## src/rtl/coe_pkg.sv

```systemverilog
// Shared definitions for the coefficient bit-serial transmitter.
// Default lane geometry, FSM state encoding and the lane-slice helper.
package coe_pkg;

  localparam int unsigned COE_NUM_LANES  = 16;
  localparam int unsigned COE_SEL_WIDTH  = 4;
  localparam int unsigned COE_DATA_WIDTH = 8;

  typedef enum logic [0:0] {
    S_IDLE  = 1'b0,
    S_SHIFT = 1'b1
  } coe_state_t;

  // Lowest bit index of a lane inside the flattened coefficient bus.
  function automatic int unsigned lane_lsb(input int unsigned lane,
                                           input int unsigned width);
    return lane * width;
  endfunction

endpackage

```

## src/rtl/coe_lane_shifter.sv

```systemverilog
// One coefficient lane: parallel-load shift register presenting one bit per plane.
// Bit order: LSB first by default; MSB first when COE_SER_MSB_FIRST_EN is defined.
// Zeros are shifted in, so the register drains to all-zero once a frame has
// been shifted out and bit_out reads 0 while the serializer idles.
module coe_lane_shifter #(
  parameter int unsigned DATA_WIDTH = 8
) (
  input  logic                  clk,
  input  logic                  reset,
  input  logic                  load,
  input  logic                  shift,
  input  logic [DATA_WIDTH-1:0] din,
  output logic                  bit_out
);

  logic [DATA_WIDTH-1:0] sr;

  // Load takes precedence over shift so a back-to-back frame replaces the drained word.
  always_ff @(posedge clk or negedge reset) begin
    if (!reset) begin
      sr <= '0;
    end else if (load) begin
      sr <= din;
    end else if (shift) begin
`ifdef COE_SER_MSB_FIRST_EN
      sr <= {sr[DATA_WIDTH-2:0], 1'b0};
`else
      sr <= {1'b0, sr[DATA_WIDTH-1:1]};
`endif
    end
  end

`ifdef COE_SER_MSB_FIRST_EN
  assign bit_out = sr[DATA_WIDTH-1];
`else
  assign bit_out = sr[0];
`endif

endmodule

```

## src/rtl/coe_serializer.sv

```systemverilog
// Bit-serial coefficient transmitter: accepts a parallel frame over valid/ready
// and emits one bit-plane per cycle with frame markers and latched sel/sign.
// Bit order selected by COE_SER_MSB_FIRST_EN (undefined: LSB first).
module coe_serializer
  import coe_pkg::*;
#(
  parameter int unsigned NUM_COE_ARRAY   = COE_NUM_LANES,
  parameter int unsigned INPUT_SEL_WIDTH = COE_SEL_WIDTH,
  parameter int unsigned DATA_WIDTH      = COE_DATA_WIDTH,
  parameter int unsigned CNT_WIDTH       = $clog2(DATA_WIDTH)
) (
  input  logic                                clk,
  input  logic                                reset,
  input  logic                                in_valid,
  output logic                                in_ready,
  input  logic [NUM_COE_ARRAY*DATA_WIDTH-1:0] in_data,
  input  logic [INPUT_SEL_WIDTH-1:0]          in_sel,
  input  logic                                in_sign,
  input  logic                                hold,
  output logic [NUM_COE_ARRAY-1:0]            bit_out,
  output logic [INPUT_SEL_WIDTH-1:0]          sel_out,
  output logic                                sign_out,
  output logic                                frame_start,
  output logic                                frame_last,
  output logic                                busy
);

  localparam logic [CNT_WIDTH-1:0] CNT_LAST = CNT_WIDTH'(DATA_WIDTH - 1);

  coe_state_t           state;
  logic [CNT_WIDTH-1:0] cnt;
  logic [CNT_WIDTH-1:0] cnt_next;
  logic                 last_plane;
  logic                 accept;
  logic                 advance;

  assign cnt_next   = cnt + CNT_WIDTH'(1);
  assign last_plane = (state == S_SHIFT) && (cnt == CNT_LAST);
  assign in_ready   = (state == S_IDLE) || (last_plane && !hold);
  assign accept     = in_valid && in_ready;
  assign advance    = (state == S_SHIFT) && !hold;

  // Frame control: state, bit counter, latched sideband and registered flags.
  always_ff @(posedge clk or negedge reset) begin
    if (!reset) begin
      state       <= S_IDLE;
      cnt         <= '0;
      sel_out     <= '0;
      sign_out    <= 1'b0;
      frame_start <= 1'b0;
      frame_last  <= 1'b0;
      busy        <= 1'b0;
    end else if (accept) begin
      state       <= S_SHIFT;
      cnt         <= '0;
      sel_out     <= in_sel;
      sign_out    <= in_sign;
      frame_start <= 1'b1;
      frame_last  <= 1'b0;
      busy        <= 1'b1;
    end else if (advance) begin
      frame_start <= 1'b0;
      if (last_plane) begin
        state      <= S_IDLE;
        cnt        <= '0;
        frame_last <= 1'b0;
        busy       <= 1'b0;
      end else begin
        cnt        <= cnt_next;
        frame_last <= (cnt_next == CNT_LAST);
      end
    end
  end

  for (genvar i = 0; i < NUM_COE_ARRAY; i++) begin : g_lane
    coe_lane_shifter #(
      .DATA_WIDTH(DATA_WIDTH)
    ) u_shifter (
      .clk    (clk),
      .reset  (reset),
      .load   (accept),
      .shift  (advance),
      .din    (in_data[lane_lsb(i, DATA_WIDTH) +: DATA_WIDTH]),
      .bit_out(bit_out[i])
    );
  end

endmodule

```

## config.mk

```make
export PLATFORM = sky130hd
export DESIGN_NAME = coe_serializer
export DESIGN_NICKNAME = d
export VERILOG_FILES = /design/src/rtl/coe_pkg.sv /design/src/rtl/coe_lane_shifter.sv /design/src/rtl/coe_serializer.sv
export SDC_FILE = /design/constraint.sdc
export NUM_CORES = 1
export LEC_CHECK = 0
export BUFFER_PORTS_ARGS = -buffer_cell sky130_fd_sc_hd__buf_4
export CAP_MARGIN = 20
export CELL_PAD_IN_SITES_DETAIL_PLACEMENT = 0
export CELL_PAD_IN_SITES_GLOBAL_PLACEMENT = 1
export CORE_MARGIN = 10
export CORE_UTILIZATION = 48
export DETAILED_ROUTE_END_ITERATION = 6
export HOLD_SLACK_MARGIN = 0.06
export PLACE_DENSITY_LB_ADDON = 0.25
export SYNTH_ARGS = -nofsm -noshare
export SYNTH_HDL_FRONTEND = slang
export SYNTH_SLANG_ARGS = --single-unit
export TNS_END_PERCENT = 100
```

## constraint.sdc

```tcl
create_clock -name clk -period 2.8 [get_ports clk]
set_input_delay 0.28 -clock clk [delete_from_list [all_inputs] [get_ports clk]]
set_output_delay 0.28 -clock clk [all_outputs]
set_load 0.05 [all_outputs]
```

==> results by group <==
Status
  • Run status: complete, no violations

Critical path
  • CP required: around 3.1 ns
  • Kind of critical path: flop to flop
  • Slowest cell on crit path: nand2_8
  • CP most frequent cell: ha_1
  • Critical path endpoint category: flop
  • Worst EP arrival: around 2.4 ns
  • Reg-to-reg slack, setup: ~0.74 ns
  • CP cell instances: ha_1 -> ha_1 -> nand2_8 -> buf_4 -> mux2i_1 -> a221oi_2
  • CP top delay family: adder cells
  • R2R Path End: g_lane[10].u_shifter.sr[6]
  • Critical path's largest stage delay: between 0.4 and 0.5 ns
  • Reg2Reg Depth: 6
  • Buf/Inv on CP: 1
  • Worst-path fanout max: 46
  • Startpoint type of the worst setup path: flop
  • R2R Path Start: cnt[1]

Die
  • IO Count: around 160
  • # rows: 49
  • Die height: 156 um
  • Core area: ~18000 um2
  • Initial core utilization: 0.493
  • Die width: 156 um
  • DIE AREA: roughly 24000 um2

Yosys
  • Yosys top cell area share: 0.389
  • Ranking of synthesized cells by area: dfrtp_1 39%, a221oi_2 15%, mux2i_1 13%, nand2b_1 8.0%, nor3_1 4.9%
  • #FFs+latches synth: approximately 140
  • Synthesized area: approximately 8900 um2
  • Seq/Total Area, Yosys: 0.389
  • Yosys warns: 0
  • Syn_nets: a little under 1000
  • Netlist cell types: 27
  • Area leader, netlist: dfrtp_1
  • Mean post-synth cell area: 10.7 um2
  • Mapped Cells: 837

CTS
  • Clock sinks: approximately 140
  • Worst-path clk slew: approximately 0.06 ns
  • H-tree levels: 4
  • TritonCTS clock tree: done
  • Post-CTS Resized: 0
  • Clock Tree Buf Depth: 2
  • Clk Latency, worst-skew pair: 0.43 ns
  • TritonCTS Buffers: 17
  • Root buf cell: clkbuf_16

Global route
  • Vias in the first global route: slightly above 7000
  • Gr usage total: 0.187
  • Largest net degree at the start of global routing: between 90 and 100
  • Gr ovfl total: 0
  • Antenna violations before repair: 0
  • First-pass GRT wire length: about 37000 um

Drt
  • Drt total wl: 22600 um
  • Routed len/inst: around 19 um
  • First-pass iteration count of the detailed router: 5
  • Vias per cell: ~5.6
  • # DRC: 0
  • Routed vias: 6632
  • Final ANT Viol Nets: 0
  • Iter 0 DRT Violations: approximately 380

Timing
  • RSZ-0062 raised after global routing: no
  • Relative slew slack: 0.436
  • Fin. max-slew vios: 0
  • TNS Setup: 0 ns
  • Slew @ Worst Pin: ~0.85 ns
  • Post-Route Skew: 0.0126 ns
  • Final Critical Period: slightly above 2 ns
  • Final Setup Violations: 0
  • Maximum achievable frequency: 0.484 GHz
  • Final hold violation count: 0
  • Fin crit share: 0.737

Placed design
  • HPWL after DPL: about 14000 um
  • Final GP Congestion: 0.743
  • Port bufs: 161
  • Dpl cells: between 1000 and 1500

Layout
  • Layout overhead on the synthesized area: 19.9%
  • Nets@finish: approximately 1100
  • Layout cells sized above 1: 0.350
  • Inserted Diodes: 0
  • Number of fill cells: 1571
  • Layout Cells excl Fill: 1194

Power
  • Peak supply drop: approximately 510 uV
  • Pleak: 5.53 nW
  • Pwr per Cell Area: roughly 790 nW/um2

Hold path
  • Worst min-delay path startpoint: in_sel[2]
  • Hold Path End: sel_out[2]
  • Hold depth: 2
  • Worst min-delay path class: primary input to flop

Job
  • Max Cap Viol: 0
[sequential cells by signal (all words and copies together) (netlist names)]
register	count
g_lane.u_shifter.sr	128
sel_out	4
cnt	3
frame_last	1
frame_start	1
sign_out	1
state	1
[layout make-up]
class / instances / area, um2 / area share
Multi-Input combinational cell: 514 / 4510 / 0.421
Sequential cell: 139 / 3480 / 0.325
Timing Repair Buffer: 192 / 1540 / 0.144
Clock buffer: 22 / 484 / 0.0452
Inverter: 90 / 343 / 0.0320
Tap cell: 229 / 287 / 0.0267
Clock inverter: 8 / 70.1 / 0.00654
[routing by layer]
layer	track usage	wire [um]
met1	0.243	10400
met2	0.294	10600
met3	0.0554	1300
met4	0.0535	210
met5	0	0
[worst max-delay path by stage]
stage / endpoint / cells after the start / slack [ns] / start
floorplan: sel_out[1] / 4 / 1.11 / state
global route: g_lane[4].u_shifter.sr[4] / 4 / 0.61 / state
detailed placement: g_lane[10].u_shifter.sr[6] / 6 / 0.73 / cnt[1]
finish: g_lane[10].u_shifter.sr[6] / 6 / 0.74 / cnt[1]
CTS: in_ready / 5 / 0.70 / cnt[1]
global placement: g_lane[9].u_shifter.sr[5] / 6 / 0.78 / cnt[0]
[power breakdown]
group	switching, mW	internal, mW
Clock	0.862	1.30
Combinational	1.75	1.55
Sequential	0.364	2.66
[cell families after synthesis]
group	Yosys count	synth area share
buf+inv	184	0.110
compound gates	160	0.200
flops	139	0.389
simple gates	209	0.134
fa+ha+maj	3	0.00420
mux	142	0.163
[per-stage QoR]
step | hold slack, ns | setup slack, ns | cell area, um2 | util | total power [mW]
2_1_floorplan | -0.0156 | 1.11 | 8940 | - | 5.69
3_3_place_gp | 0.279 | 0.783 | 10100 | 0.556 | 6.33
3_5_place_dp | 0.274 | 0.733 | 10100 | 0.556 | 6.38
4_1_cts | 0.0624 | 0.703 | 10700 | 0.590 | 8.59
5_1_grt | 0.0741 | 0.609 | 10700 | 0.591 | 9.05
6_report | 0.0840 | 0.736 | 10700 | 0.591 | 8.49
[cell usage in the layout (no fill, tap or decap)]
master           n
nor2b_4          2
a21boi_4         1
buf_6            1
inv_6            1
bufinv_16        1
clkbuf_1         1
a221oi_2        87
nand2_1          2
nor2_2           1
dlygate4sd3_1    8
inv_1           89
clkinvlp_4       2
ha_1             3
dfrtp_4          1
clkbuf_8         4
o2bb2ai_1        1
nor3_1          88
clkinv_2         5
mux2i_1        112
mux2_2          30
buf_4          177
a31o_2           1
a21oi_1         25
a21o_1           2
and3_1           1
o22ai_1         25
nand2_8          1
clkbuf_16       17
nand2b_1       114
a22o_1          17
o21bai_1         1
buf_12           6
dfrtp_1        138
[what timing repair did]
item / in CTS / in global routing
setup buffers: 0 / 0
hold buffers: 7 / 1
endpoints found under the hold margin: 55 / 1
[cell usage after synthesis (all sizes together)]
| master | instances |
|---|---|
| a21boi | 1 |
| a21o | 2 |
| a21oi | 25 |
| a221oi | 87 |
| a22o | 17 |
| a31o | 1 |
| and3 | 1 |
| buf | 82 |
| clkbuf | 12 |
| dfrtp | 139 |
| ha | 3 |
| inv | 90 |
| mux2 | 30 |
| mux2i | 112 |
| nand2 | 3 |
| nand2b | 114 |
| nor2 | 1 |
| nor2b | 2 |
| nor3 | 88 |
| o21bai | 1 |
| o22ai | 25 |
| o2bb2ai | 1 |
Power figures use the tool's default switching activity.
